==> src/rtl/wb_queue.sv <==
// wb_queue: in-order writeback queue that owns the regfile write port.
// LSU and ALU results enter through valid/ready and drain one per cycle.
// rs1/rs2 lookups forward queued-but-unwritten results, youngest match first.
module wb_queue #(
   parameter int WIDTH = 32,
   parameter int ADDR  = 5,
   parameter int DEPTH = 4
) (
   input  logic                         clk,
   input  logic                         reset_n,
   input  logic                         lsu_valid,
   output logic                         lsu_ready,
   input  logic [ADDR-1:0]              lsu_rd,
   input  logic [WIDTH-1:0]             lsu_wdata,
   input  logic                         alu_valid,
   output logic                         alu_ready,
   input  logic [ADDR-1:0]              alu_rd,
   input  logic [WIDTH-1:0]             alu_wdata,
   output logic                         wr_en,
   output logic [ADDR-1:0]              wr_rd,
   output logic [WIDTH-1:0]             wr_wdata,
   input  logic [ADDR-1:0]              rs1,
   input  logic [ADDR-1:0]              rs2,
   output logic                         fwd1_hit,
   output logic [WIDTH-1:0]             fwd1_data,
   output logic                         fwd2_hit,
   output logic [WIDTH-1:0]             fwd2_data,
   output logic [$clog2(DEPTH+1)-1:0]   count,
   output logic                         empty,
   output logic                         full
);

   localparam int PTR_W = $clog2(DEPTH);
   localparam int CNT_W = $clog2(DEPTH+1);

   typedef struct packed {
      logic [ADDR-1:0]  rd;
      logic [WIDTH-1:0] data;
   } entry_t;

   entry_t [DEPTH-1:0] mem_q, mem_d;
   logic [PTR_W-1:0]   head_q, head_d;
   logic [PTR_W-1:0]   tail_q, tail_d;
   logic [PTR_W-1:0]   alu_slot;
   logic [PTR_W-1:0]   fwd_slot;
   logic [CNT_W-1:0]   count_q, count_d;
   logic [CNT_W-1:0]   free_slots;
   logic               lsu_enq, alu_enq, deq;
   logic [DEPTH-1:0]   slot_vld, slot_hit1, slot_hit2;

   // Admission: free space is judged on start-of-cycle occupancy only, and an
   // rd==0 LSU request is accepted without consuming the slot the ALU may want.
   always_comb begin
      free_slots = CNT_W'(DEPTH) - count_q;
      lsu_ready  = free_slots >= CNT_W'(1);
      alu_ready  = (free_slots >= CNT_W'(2)) ||
                   ((free_slots == CNT_W'(1)) && !(lsu_valid && (lsu_rd != '0)));
      lsu_enq    = lsu_valid && lsu_ready && (lsu_rd != '0);
      alu_enq    = alu_valid && alu_ready && (alu_rd != '0);
      deq        = count_q != '0;
   end

   // Enqueue: LSU lands at tail, ALU behind it so LSU is the older entry.
   always_comb begin
      mem_d    = mem_q;
      alu_slot = tail_q + PTR_W'(lsu_enq);
      if (lsu_enq) begin
         mem_d[tail_q].rd   = lsu_rd;
         mem_d[tail_q].data = lsu_wdata;
      end
      if (alu_enq) begin
         mem_d[alu_slot].rd   = alu_rd;
         mem_d[alu_slot].data = alu_wdata;
      end
      tail_d  = tail_q + PTR_W'(lsu_enq) + PTR_W'(alu_enq);
      head_d  = head_q + PTR_W'(deq);
      count_d = count_q + CNT_W'(lsu_enq) + CNT_W'(alu_enq) - CNT_W'(deq);
   end

   // Pointer and occupancy state; reset discards every queued entry.
   always_ff @(posedge clk or negedge reset_n) begin
      if (!reset_n) begin
         head_q  <= '0;
         tail_q  <= '0;
         count_q <= '0;
      end else begin
         head_q  <= head_d;
         tail_q  <= tail_d;
         count_q <= count_d;
      end
   end

   // Entry storage is qualified by count, so it needs no reset.
   always_ff @(posedge clk) begin
      mem_q <= mem_d;
   end

   // Per-slot liveness and tag compare against both lookup ports.
   for (genvar g = 0; g < DEPTH; g++) begin : g_slot
      logic [PTR_W-1:0] age;
      assign age          = PTR_W'(g) - head_q;
      assign slot_vld[g]  = CNT_W'(age) < count_q;
      assign slot_hit1[g] = slot_vld[g] && (rs1 != '0) && (mem_q[g].rd == rs1);
      assign slot_hit2[g] = slot_vld[g] && (rs2 != '0) && (mem_q[g].rd == rs2);
   end

   // Forwarding: walk oldest to youngest so the last hit seen is the youngest.
   always_comb begin
      fwd1_hit  = 1'b0;
      fwd1_data = '0;
      fwd2_hit  = 1'b0;
      fwd2_data = '0;
      fwd_slot  = '0;
      for (int i = 0; i < DEPTH; i++) begin
         fwd_slot = head_q + PTR_W'(i);
         if (slot_hit1[fwd_slot]) begin
            fwd1_hit  = 1'b1;
            fwd1_data = mem_q[fwd_slot].data;
         end
         if (slot_hit2[fwd_slot]) begin
            fwd2_hit  = 1'b1;
            fwd2_data = mem_q[fwd_slot].data;
         end
      end
   end

   // Drain: head entry is presented whenever the queue holds anything.
   always_comb begin
      wr_en    = deq;
      wr_rd    = '0;
      wr_wdata = '0;
      if (deq) begin
         wr_rd    = mem_q[head_q].rd;
         wr_wdata = mem_q[head_q].data;
      end
   end

   assign count = count_q;
   assign empty = count_q == '0;
   assign full  = count_q == CNT_W'(DEPTH);

endmodule

==> config.mk <==
export PLATFORM = sky130hd
export DESIGN_NAME = wb_queue
export DESIGN_NICKNAME = d
export VERILOG_FILES = /design/src/rtl/wb_queue.sv
export SDC_FILE = /design/constraint.sdc
export NUM_CORES = 1
export LEC_CHECK = 0
export ABC_AREA = 0
export BUFFER_PORTS_ARGS = -buffer_cell sky130_fd_sc_hd__buf_2
export CAP_MARGIN = 20
export CORE_UTILIZATION = 42
export CTS_BUF_LIST = sky130_fd_sc_hd__clkbuf_4 sky130_fd_sc_hd__clkbuf_8
export CTS_CLUSTER_SIZE = 12
export DETAILED_ROUTE_END_ITERATION = 7
export GPL_ROUTABILITY_DRIVEN = 0
export SKIP_LAST_GASP = 1
export SYNTH_ARGS = -nofsm -noshare
export SYNTH_HDL_FRONTEND = slang
export SYNTH_SLANG_ARGS = --single-unit
export TNS_END_PERCENT = 10
==> constraint.sdc <==
create_clock -name clk -period 8.5 [get_ports clk]
set_input_delay 1.7 -clock clk [delete_from_list [all_inputs] [get_ports clk]]
set_output_delay 1.7 -clock clk [all_outputs]
set_load 0.01 [all_outputs]
After elaboration in Yosys (flattened, before gate mapping)
Cells that the tools add are included.
- output and inout bits: 111
- bits of input ports: 88
- flip-flop bits (word level): 155
- eq/ne operators: 10
- reduce and logical (&&, ||, !) cells: 32
- order comparisons: 14
- $add $sub $neg: 14
- muxes and demuxes: 56
- operator list (cell ; number):
    $bwmux W148 ; 4
    $mux W32 ; 14
    $bmux W37 S2 ; 4
    $demux W37 S2 ; 4
    $mux W148 ; 2
    $mux W37 ; 3
    $eq A5 B5 Y1 ; 8
    $logic_and A1 B1 Y1 ; 24
    $reduce_bool A5 Y1 ; 4
    $lt A2 B3 Y1 const B ; 6
    $bmux W1 S2 ; 8
    $mux W1 ; 16
    $lt A2 B3 Y1 ; 4
    $add A2 B1 Y2 ; 3
    $add A3 B1 Y3 ; 2
    $mux W5 ; 1
    $add A2 B2 Y2 const B ; 2
    $ge A2 B1 Y1 const B ; 2
    $sub A1 B2 Y2 const A ; 2
    $sub A2 B2 Y2 const A ; 2
    $eq A3 B1 Y1 const B ; 1
    $eq A3 B3 Y1 const B ; 1
    $ge A3 B1 Y1 const B ; 1
    $ge A3 B2 Y1 const B ; 1
    other kinds (7) ; 7

Longest topological paths before layout
- depth after elaboration: 12
- depth in mapped cells: 15
- depth with buffers taken out: 13

Worst setup path after synthesis
Ideal clock, no wire load.
- path kind: input to output
- start: input rs2[2]
- end: output fwd2_data[24]
- arrival: 3.650 ns
- path buffers: 1
- slack: 3.150 ns
- stages on the path: 8
- required time: 6.800 ns
- cell sequence: buf_2 > or4_4 > or2_4 > o2111ai_2 > mux2i_1 > or3_1 > a211o_1 > a31oi_1
- word-level cells in the longest chain between the ends: 9
- elaborated cells on any way between the ends: 25
- ends and longest elaborated chain (item ; line ; text):
    start: declaration ; 23 ; input logic [ADDR-1:0] rs2,
    $reduce_bool A5 Y1 ; 104 ; assign slot_hit2[g] = slot_vld[g] && (rs2 != '0) && (mem_q[g].rd == rs2);
    $logic_and A1 B1 Y1 (2 in a row) ; 104 ;
    $bmux W1 S2 ; 120 ; if (slot_hit2[fwd_slot]) begin
    $mux W1 (not written as such) ; 120 ;
    $mux W32 (3 in a row) ; 120 ;
    $mux W32 (*) ; 120 ;
    end: declaration ; 27 ; output logic [WIDTH-1:0] fwd2_data,
Every way passes the cells marked *; elsewhere a longest branch is shown, timed or not. The select of a mux whose other input is x is not followed.

Worst setup path in the final report
- start: input rs2[1]
- end: output fwd2_data[1]
Same word-level chain as after synthesis.

==> flow_summary.json <==
{
  "port_buffers": 198,
  "clkLatencyLatePin_ns": 0.47,
  "antenna_found_initial": 4,
  "dpl.hpwl_um": 26300,
  "clock_sinks": 155,
  "synth_seq_cells": 155,
  "h-tree-depth": 4,
  "r2r_end": "mem_q[14]",
  "first_iter_violations": 801,
  "worst_slew_pin_slew_ns": 1.08,
  "hold_ws_ns": 0.557,
  "yosysWarningCount": 0,
  "critPathKind": "input pin to primary output",
  "drcViolationCount": 0,
  "post_cts_buffers": 0,
  "holdCritStartpoint": "mem_q[135]",
  "final_nets": 1543,
  "fmax_mhz": 152,
  "clock-root-buffer": "clkbuf_8",
  "synthDistinctLibCells": 58,
  "p_per_area_nw_per_um2": 470,
  "routed_wl_um": 39800,
  "regToRegStartpoint": "count[0]",
  "clk_pin_slew_ns": 0.07,
  "ctsLongestPathBuffers": 2,
  "irDropWorstVdd_v": 0.000201,
  "timing.setup.tns_ns": 0,
  "track_usage": 0.259,
  "fin_worst_skew_ns": 0.0179,
  "holdPathStages": 2,
  "holdBufCountCts": 0,
  "drt_pass1_iterations": 5,
  "reg2reg_slack_ns": 4.59,
  "io-pin-count": 199,
  "grt_pass1_wl_um": 62100,
  "rsz0062_at_grt": "no",
  "dpl_cell_area_um2": 13800,
  "worstPathRequired_ns": 6.80,
  "max-cap-violations": 0,
  "startpoint_type": "input pin",
  "numCtsBuffers": 17,
  "hold_viol_final": 0,
  "rr_worst_depth": 10,
  "min_period_ns": 6.57,
  "start_util": 0.429,
  "final-max-slew-violation-count": 0,
  "status": "complete, no violations",
  "drive_gt1_frac": 0.307,
  "stdcell_area_um2": 14200,
  "finish.utilization": 0.477,
  "synth_edf_count": 0,
  "syn_inst": 1332,
  "regArea_um2": 3150,
  "antenna_left": 0,
  "seq_area_frac_synth": 0.245,
  "avgSynthCellArea_um2": 9.60,
  "async_flop_share": 0.0452,
  "grt_max_degree": 62,
  "grt_pass1_vias": 10800,
  "synth-main-ff-cell": "dfxtp_1",
  "hold_path_class": "register to register",
  "cts_resized": 0,
  "drt-wirelength-per-cell_um": 21.6,
  "endpoint_kind": "primary output",
  "p_leak_nw": 5.45,
  "dieHeight_um": 176,
  "synth_nets": 1435,
  "dieArea_um2": 31200,
  "vias_per_cell": 6.10,
  "die_w_um": 176,
  "cts_tree": "built",
  "overflow": 0,
  "multi_input_area_um2": 8970,
  "max_slew_margin": 0.276,
  "fin_crit_sh": 0.773,
  "syn_to_final_growth_pct": 11.2,
  "std_cell_rows": 63,
  "fillers": 2900,
  "finalSetupViolations": 0,
  "holdPathEnd": "mem_q[135]",
  "arrival_ns": 4.87,
  "coreArea_um2": 29800,
  "netlist_area_um2": 12800,
  "vias": 11300,
  "crit_fanout": 35
}
## cell type report
cell class / instances / area share
sequential: 155 / 0.221
inverter: 13 / 0.00343
antenna: 3 / 0.000528
clock inverter: 12 / 0.0105
timing repair buffer: 218 / 0.0816
tap: 390 / 0.0343
multi-input combinational: 1035 / 0.631
clock buffer: 19 / 0.0175
## sequential cells by signal, summed over array words and instances (netlist names)
signal  count
mem_q     148
tail_q      2
count       3
head_q      2
## critical path: stages
cell	delay, ns
buf_2	0.14
or4_4	0.54
or2_4	0.27
nand4_1	0.19
mux4_2	0.93
nand2b_4	0.50
o22ai_1	0.29
a31oi_1	0.10
buf_2	0.19
## cell usage after synthesis, types with 29 or more instances
library cell	n	area, um^2
nand2_1	246	923
mux2i_1	156	1560
o21ai_0	151	756
dfxtp_1	148	2960
mux4_2	131	2950
buf_2	55	275
nor2_1	46	173
xor2_1	40	350
clkbuf_1	38	143
and2_1	37	231
a31oi_1	32	200
o31ai_1	32	240
o22ai_1	31	194
a221oi_2	29	435
## cells in the final DEF, fill, tap and decap left out, types with 19 or more instances in the layout
master	count
mux4_2	131
dfxtp_1	148
o31ai_1	32
nand2_1	246
o22ai_1	31
a221oi_2	29
mux2i_1	154
o21ai_0	151
a31oi_1	32
nor2_1	46
xor2_1	40
buf_2	198
and2_1	36
buf_4	19
## logic make-up after synthesis
logic type | Yosys count | share of synthesized area
AOI/OAI and AO/OA | 306 | 0.162
xor gates and xnor gates | 47 | 0.0322
buffers and inverters | 142 | 0.0580
muxes | 295 | 0.360
DFF | 155 | 0.245
adders and majority gates | 15 | 0.0159
and+or+nand+nor | 372 | 0.126
## stage by stage
stage                     total power, mW  setup slack (ns)  instances
after floorplan                      4.88              3.15       1332
after global placement               6.00              1.97       1810
after detailed placement             6.07              1.95       1810
after CTS                            6.69              1.89       1841
after global routing                 7.20              1.64       1845
final                                6.69              1.93       1845
## metal layers
layer  GRT usage  wire length [um]
met3      0.0420              2780
met4      0.0776               673
met2       0.429             19200
met5           0                10
met1       0.345             17200
## power breakdown
group          internal, mW  switching (mW)  total (mW)
clock network         0.294           0.296       0.591
registers              1.14           0.556        1.70
logic                  2.09            2.31        4.40
## worst max-delay path by stage
stage                   start       endpoint  slack [ns]  cells past startpoint
finish                 rs2[1]   fwd2_data[1]        1.93                      9
global route        head_q[0]   fwd2_data[7]        1.64                      9
CTS                 head_q[0]   fwd1_data[0]        1.89                     10
detailed placement     rs2[1]   fwd2_data[3]        1.95                      9
global placement       rs2[1]   fwd2_data[3]        1.97                      9
floorplan              rs2[2]  fwd2_data[24]        3.15                      8
Power figures use the tool's default switching activity.
